===== config.mk =====
export PLATFORM = sky130hd
export DESIGN_NAME = rx_iq_spi_buffer
export DESIGN_NICKNAME = d
export VERILOG_FILES = /design/src/rtl/rx_iq_spi_buffer.sv
export SDC_FILE = /design/constraint.sdc
export NUM_CORES = 1
export LEC_CHECK = 0
export ABC_AREA = 0
export CAP_MARGIN = 10
export CORE_MARGIN = 2
export CORE_UTILIZATION = 55
export DETAILED_ROUTE_END_ITERATION = 12
export PLACE_DENSITY = 0.72
export SLEW_MARGIN = 40
export SYNTH_ARGS = -nofsm -noshare
export SYNTH_HDL_FRONTEND = slang
export SYNTH_SLANG_ARGS = --single-unit

===== constraint.sdc =====
create_clock -name clock -period 6 [get_ports clock]
set_input_delay 0.9 -clock clock [delete_from_list [all_inputs] [get_ports clock]]
set_output_delay 0.9 -clock clock [all_outputs]
set_load 0.005 [all_outputs]

===== src/rtl/rx_iq_spi_buffer.sv =====
// I/Q sample FIFO drained by an SPI slave, one 48-bit {I,Q} frame per chip-select.
// SPI pins are oversampled in the receiver clock domain; the head entry pops only after a complete frame.
module rx_iq_spi_buffer #(
    parameter int DEPTH = 16,
    parameter int LW    = 5
) (
    input  logic          clock,
    input  logic          reset,
    input  logic          in_strobe,
    input  logic [23:0]   in_I,
    input  logic [23:0]   in_Q,
    input  logic          spi_sck,
    input  logic          spi_ce_n,
    output logic          spi_miso,
    output logic          data_ready,
    output logic [LW-1:0] fifo_level,
    output logic [7:0]    overflow_count
);
    localparam int AW = LW - 1;

    typedef enum logic [1:0] {IDLE, LOAD, SHIFT, FINISH} state_t;

    state_t          state_q, state_d;
    logic [2:0]      sck_q, ce_q;
    logic [47:0]     mem [DEPTH];
    logic [47:0]     shift_q, shift_d;
    logic [5:0]      bitcnt_q, bitcnt_d;
    logic            fv_q, fv_d;
    logic [AW-1:0]   wptr_q, rptr_q;
    logic [LW-1:0]   count_q, count_d;
    logic            ready_q;
    logic [7:0]      ovf_q, ovf_d;
    logic            sck_rise, sck_fall, ce_fall, ce_rise;
    logic            full, push, drop, pop;

    // Stage [2] is the edge-detect reference behind the 2-FF synchroniser.
    assign sck_rise = sck_q[1] & ~sck_q[2];
    assign sck_fall = ~sck_q[1] & sck_q[2];
    assign ce_fall  = ~ce_q[1] & ce_q[2];
    assign ce_rise  = ce_q[1] & ~ce_q[2];

    assign full = (count_q == LW'(DEPTH));
    assign push = in_strobe & ~full;
    assign drop = in_strobe & full;

    always_comb begin
        state_d  = state_q;
        shift_d  = shift_q;
        bitcnt_d = bitcnt_q;
        fv_d     = fv_q;
        pop      = 1'b0;
        case (state_q)
            IDLE: if (ce_fall) state_d = LOAD;
            LOAD: begin
                // Head is only peeked here; it leaves the FIFO once the frame completes.
                if (count_q != '0) begin
                    shift_d = mem[rptr_q];
                    fv_d    = 1'b1;
                end else begin
                    shift_d = '0;
                    fv_d    = 1'b0;
                end
                bitcnt_d = '0;
                state_d  = SHIFT;
            end
            SHIFT: begin
                if (sck_rise && bitcnt_q != 6'd48) bitcnt_d = bitcnt_q + 6'd1;
                if (sck_fall) shift_d = {shift_q[46:0], 1'b0};
                if (ce_rise) state_d = FINISH;
            end
            FINISH: begin
                pop     = fv_q & (bitcnt_q == 6'd48);
                state_d = IDLE;
            end
            default: state_d = IDLE;
        endcase
    end

    assign count_d = count_q + LW'(push) - LW'(pop);
    assign ovf_d   = (drop && ovf_q != 8'hFF) ? ovf_q + 8'd1 : ovf_q;

    always_ff @(posedge clock or posedge reset) begin
        if (reset) begin
            state_q  <= IDLE;
            sck_q    <= 3'b000;
            ce_q     <= 3'b111;
            shift_q  <= '0;
            bitcnt_q <= '0;
            fv_q     <= 1'b0;
            wptr_q   <= '0;
            rptr_q   <= '0;
            count_q  <= '0;
            ready_q  <= 1'b0;
            ovf_q    <= '0;
        end else begin
            state_q  <= state_d;
            sck_q    <= {sck_q[1:0], spi_sck};
            ce_q     <= {ce_q[1:0], spi_ce_n};
            shift_q  <= shift_d;
            bitcnt_q <= bitcnt_d;
            fv_q     <= fv_d;
            if (push) wptr_q <= wptr_q + AW'(1);
            if (pop)  rptr_q <= rptr_q + AW'(1);
            count_q  <= count_d;
            ready_q  <= (count_d != '0);
            ovf_q    <= ovf_d;
        end
    end

    // Storage needs no reset: emptiness is defined by the pointers and count.
    always_ff @(posedge clock) begin
        if (push) mem[wptr_q] <= {in_I, in_Q};
    end

    assign spi_miso       = (state_q == SHIFT || state_q == FINISH) ? shift_q[47] : 1'b0;
    assign data_ready     = ready_q;
    assign fifo_level     = count_q;
    assign overflow_count = ovf_q;
endmodule


After elaboration in Yosys (flattened, before gate mapping)
Memories as Yosys holds them, arrays and structs flattened.
Cells that the tools add are included.
- memories kept: 1
- word-level logic and storage cells: 64
- bits in writable memories: 768
- register bits after elaboration: 85
- input port bits: 53
- output and inout bits: 15
- equal/unequal tests: 11
- add/sub/neg operators: 6
- bitwise gates (word level): 12
- multiplexer cells: 13
- reductions and logical operators: 10
- memories (name ; words ; width ; read ports ; clocked after Yosys merged registers in ; write ports ; line ; RTL):
    mem ; 16 ; 48 ; 1 ; 0 ; 1 ; 25 ; logic [47:0] mem [DEPTH];
- operator list (operator ; number):
    48-bit two-way mux ; 2
    48-bit one-hot mux with 2 select lines ; 1
    6-bit one-hot mux with 2 select lines ; 1
    5-bit nonzero test ; 2
    4-bit by 1-bit adder with 4-bit output (second input constant) ; 2
    8-bit by 1-bit adder with 8-bit output (second input constant) ; 1
    2-bit inequality test (second input constant) ; 4
    8-bit inequality test (second input constant) ; 1
    2-bit one-hot mux with 4 select lines ; 1
    1-bit AND ; 7
    6-bit by 1-bit adder with 6-bit output (second input constant) ; 1
    6-bit equality test (second input constant) ; 1
    6-bit two-way mux ; 1
    6-bit inequality test (second input constant) ; 1
    2-bit AND reduction ; 3
    5-bit by 1-bit adder with 5-bit output ; 1
    5-bit equality test (second input constant) ; 1
    1-bit two-way mux ; 5
    1-bit inverter ; 5
    5-bit by 1-bit subtractor with 5-bit output ; 1
    2-bit equality test (second input constant) ; 2
    2-bit two-way mux ; 2
    2-bit by 1-bit equality test with 1-bit output (second input constant) ; 1
    1-bit logical AND ; 2
    3 further kinds ; 3

Depth between registers and ports, before layout
- depth after elaboration: 6
- gate-level depth with buffers: 16
- gate-level depth less buffers: 15

Worst setup path after synthesis
No wires, ideal clock.
- path type: input to register
- from: input port in_strobe
- to: memory mem[1][0] (enable)
- data arrival time: 5.814 ns
- stages on the path: 4
- data required time: 5.427 ns
- path slack: -0.387 ns
- library setup time: 0.573 ns
- buffers on the path: 1
- path through: nor2b_1 buf_2 inv_2 nor4_1
- cells in the longest elaborated chain, start to end: 3
- ends and longest elaborated chain (item ; line ; RTL):
    from (decl) ; 9 ; input logic in_strobe,
    1-bit AND ; 43 ; assign push = in_strobe & ~full;
    1-bit two-way mux ; 112 ; if (push) mem[wptr_q] <= {in_I, in_Q};
    1-bit two-way mux (not written as such) ; 112 ;
    to (decl) ; 25 ;
Every way passes these cells.

Final worst setup path
- from: register count_q[3], in the netlist fifo_level[3]
- to: register ready_q, in the netlist data_ready
- cells in the longest elaborated chain, start to end: 6
- ends and longest elaborated chain (item ; line ; RTL):
    from (decl) ; 30 ; logic [LW-1:0] count_q, count_d;
    from (signal assigned) ; 104 ; count_q <= count_d;
    5-bit equality test ; 42 ; assign full = (count_q == LW'(DEPTH));
    1-bit inverter ; 43 ;
    1-bit AND ; 43 ;
    5-bit by 1-bit adder with 5-bit output (*) ; 79 ; assign count_d = count_q + LW'(push) - LW'(pop);
    5-bit by 1-bit subtractor with 5-bit output (*) ; 79 ;
    named net count_d[4] ; 30 ;
    5-bit nonzero test (*) ; 105 ; ready_q <= (count_d != '0);
    to (signal assigned) ; 105 ;
    to (decl) ; 31 ; logic ready_q;
Mark *: on every way through the listed nets, which the timed path passes. The rest lies on a longest branch.
A chain may end at the register's enable or synchronous reset.

==> parameters.txt <==
Parameter                              Value

Outcome
  Result of the run ... finished, final reports clean

Global routing
  Number of antenna violations at the first check in global routing ... 1
  Maximum number of pins on one net before global-route repair ... between 100 and 150
  GRT Util Overall ... 22.1%
  Global-route congestion overflow total ... 0
  Global-route wire length before repair ... 105000 um
  Via count of the first global-routing pass ... 17500

CTS
  Post-CTS clock slew at the launch and capture registers of the worst setup and hold paths ... 0.06 ns
  Clock tree sinks ... about 850
  Resized Gates After CTS ... 0
  Post-CTS setup buffers ... 0
  Clock tree from TritonCTS ... done
  Root buffer cell ... clkbuf_16
  CTS Buffer Depth ... 3
  Worst-skew pair later-pin latency ... 0.63 ns
  Number of H-tree levels ... 3
  Hold-fix buffers, CTS ... 0
  Total CTS buffers ... 84

STA
  Fmax ... 0.263 GHz
  Final Max Tran Viols ... 0
  Final worst-path setup slack ... ~2.2 ns
  Ratio of final minimum period to clock period ... around 63%
  Worst slew margin relative to its limit ... 44.0%
  Setup skew after layout ... 0.0219 ns
  Setup repair after global routing missed its margin ... no
  Min Clock Period, post-route ... ~3.8 ns
  Number of endpoints with negative hold slack in the final report ... 0
  Number of failing setup endpoints in the final timing report ... 0
  Transition time of the tightest slew-check pin ... ~0.84 ns

Layout
  Share of final-layout standard cells stronger than drive strength 1 ... between 10% and 20%
  Final layout net count ... roughly 2000
  Finished layout cell area ... approximately 0.038 mm2
  Signed area change from the synthesized netlist to the final layout ... 13.8%
  Utilization after layout ... 63.0%

Worst hold path
  Hold Crit Class ... register to register

Detailed routing
  Number of optimization iterations in the first detailed-route pass ... 5
  Detail-routed net length per standard cell ... 24.4 um
  Number of remaining DRC errors ... 0
  Routed wire length ... between 60000 and 70000 um
  Detailed Route Iter0 Violations ... approximately 1500
  Via-per-instance ratio ... just over 6
  Routed via count ... roughly 17000
  Final antenna-violating net count ... 0

Yosys
  Most common cell in the netlist ... edfxtp_1
  Fraction of synthesis flops using an asynchronous set or reset pin ... under 10%
  Synthesized netlist net count ... 1952
  Unique masters post-synth ... between 40 and 50
  Post-synthesis cell area ... approximately 0.033 mm2
  Prevailing post-synth register cell ... edfxtp_1
  Leading cell types by count after synthesis ... edfxtp_1 (768), mux2i_1 (376), a22oi_1 (188)
  Cell type contributing the most total cell area after synthesis ... edfxtp_1
  Ys Warns ... 0
  Mean instance size in the synthesized netlist ... ~18 um2
  Cells taking the most area after synthesis ... edfxtp_1 (69%), mux2i_1 (11%), dfrtp_1 (6.2%), a22oi_1 (4.2%), a32oi_1 (1.2%)
  Post-synthesis register bit count ... between 800 and 900
  Number of standard cells after synthesis ... between 1500 and 2000
  Number of enable-type register cells in the synthesized netlist ... about 770
  Sequential cell area fraction in the yosys report ... 75.8%
  Share of Yosys cell area claimed by the top area cell type ... 69.4%

Critical path
  Crit-path slowest cell ... nor2b_1
  Type of the worst setup path ... register to register
  Biggest cell delay along the critical path ... 0.65 ns
  Endpoint kind of the worst setup timing path ... register
  Critical-path cell list ... inv_1 > ha_1 > and4bb_1 > nor2b_1 > inv_2 > ha_1 > inv_1 > ha_1 > inv_1 > fa_1 > inv_1 > a21oi_1 > o21bai_1 > xnor2_1 > or4_1
  Worst Path Required ... between 6 and 7 ns
  Data arrival time of the critical path ... roughly 4.3 ns
  Startpoint types ... register
  Cell family contributing the most delay on the critical path ... simple AND/OR/NAND/NOR gates
  Crit path top cell by count ... inv_1
  Biggest fanout along the worst timing path ... 8
  Number of buffers and inverters on the critical path ... 5

Run
  Count of max-cap constraint violations ... 0

Die
  Io pins ... slightly below 70
  Initial core utilization ... 55.4%
  Row Count ... 90
  Die area ... between 0.06 and 0.07 mm2
  Die boundary width ... around 250 um
  Core ar. ... 0.0600 mm2
  Die H ... approximately 250 um

Pwr
  Power density normalized to cell area ... 386 mW/mm2
  Peak supply drop ... 0.274 mV
  Lkg Pwr ... roughly 12 nW

Place
  Setup slack after placement ... between 1.5 and 2 ns
  Port-buffer cells ... 67
  Hpwl dp ... ~37000 um
  Global placement routability congestion ... ~0.75
  Area after DPL ... between 0.03 and 0.04 mm2
[cell usage in the layout (no fill, tap or decap), drive strengths merged, types with 2 or more instances in the layout]
cell type	count
mux2i	376
clkdlybuf4s50	67
buf	47
nor4	4
mux4	5
and2	10
o2111ai	2
dfrtp	82
mux2	3
nor2b	4
edfxtp	768
xor2	9
bufinv	7
nand2	12
nand2b	2
inv	24
nor3	3
dfstp	3
nor3b	3
a21oi	3
o21ai	5
a31oi	47
nand3	53
clkinv	34
a22oi	188
xnor2	12
nor2	61
ha	19
clkbuf	112
a32oi	47
o21a	2
nand4	3
[final cells by class]
class / instances / area [um2]
Fill cell: 4060 / 22200
Antenna cell: 1 / 2.50
Multi-Input combinational cell: 887 / 7510
Clock buffer: 112 / 2310
Inverter: 23 / 88.8
Tap cell: 782 / 978
Clock inverter: 42 / 419
Sequential cell: 853 / 25200
Timing Repair Buffer: 114 / 1320
[routing by layer]
metal  GRT usage (%)  part of all wire, %
met5               0                    0
met4            6.71                  2.0
met3            3.40                  6.8
met2            36.1                   48
met1            31.0                   43
[through the flow]
step / std cells / setup TNS (ns) / hold WS [ns] / total power, mW
6_report: 2814 / 0 / 0.355 / 14.6
5_1_grt: 2814 / 0 / 0.369 / 15.2
4_1_cts: 2808 / 0 / 0.361 / 14.7
3_5_place_dp: 2654 / 0 / 0.338 / 9.55
3_3_place_gp: 2640 / 0 / 0.345 / 9.39
2_1_floorplan: 1879 / -74.22 / 0.331 / 8.70
[final timing paths]
check | from | endpoint | slack, ns | depth (start not counted)
worst max-delay path | fifo_level[3] | data_ready | 2.19 | 15
worst min-delay path | sck_q[0] | sck_q[1] | 0.36 | 0
worst max register to register | fifo_level[3] | data_ready | 2.19 | 15
worst min register to register | sck_q[0] | sck_q[1] | 0.36 | 0
max in group asynchronous | reset | rptr_q[0] | 4.03 | 3
min in group asynchronous | reset | bitcnt_q[2] | 0.73 | 2
[power by group]
part,switching [mW],total (mW),internal [mW]
Sequential,0.292,7.53,7.24
Combinational,1.29,1.92,0.628
Clock,2.15,5.17,3.01
Total,3.73,14.6,10.9
[registers in the layout, indices dropped and copies added (netlist names), 2 cells and up]
name,flops
overflow_count,8
shift_q,48
bitcnt_q,6
sck_q,3
state_q,2
wptr_q,4
mem,768
rptr_q,4
ce_q,3
fifo_level,5
[kinds of logic (layout without fill, tap and decap cells)]
family                     Yosys count  in the layout  share of synthesized area [%]
DFF                                853            853                           75.8
buffers and inverters              139            291                           2.03
AOI/OAI and AO/OA                  301            301                           6.77
adders and majority gates           20             20                          0.775
other                                0              1                              0
and+or+nand+nor                    161            161                           2.34
muxes                              384            384                           11.8
xor gates and xnor gates            21             21                          0.553
Power figures use the tool's default switching activity.
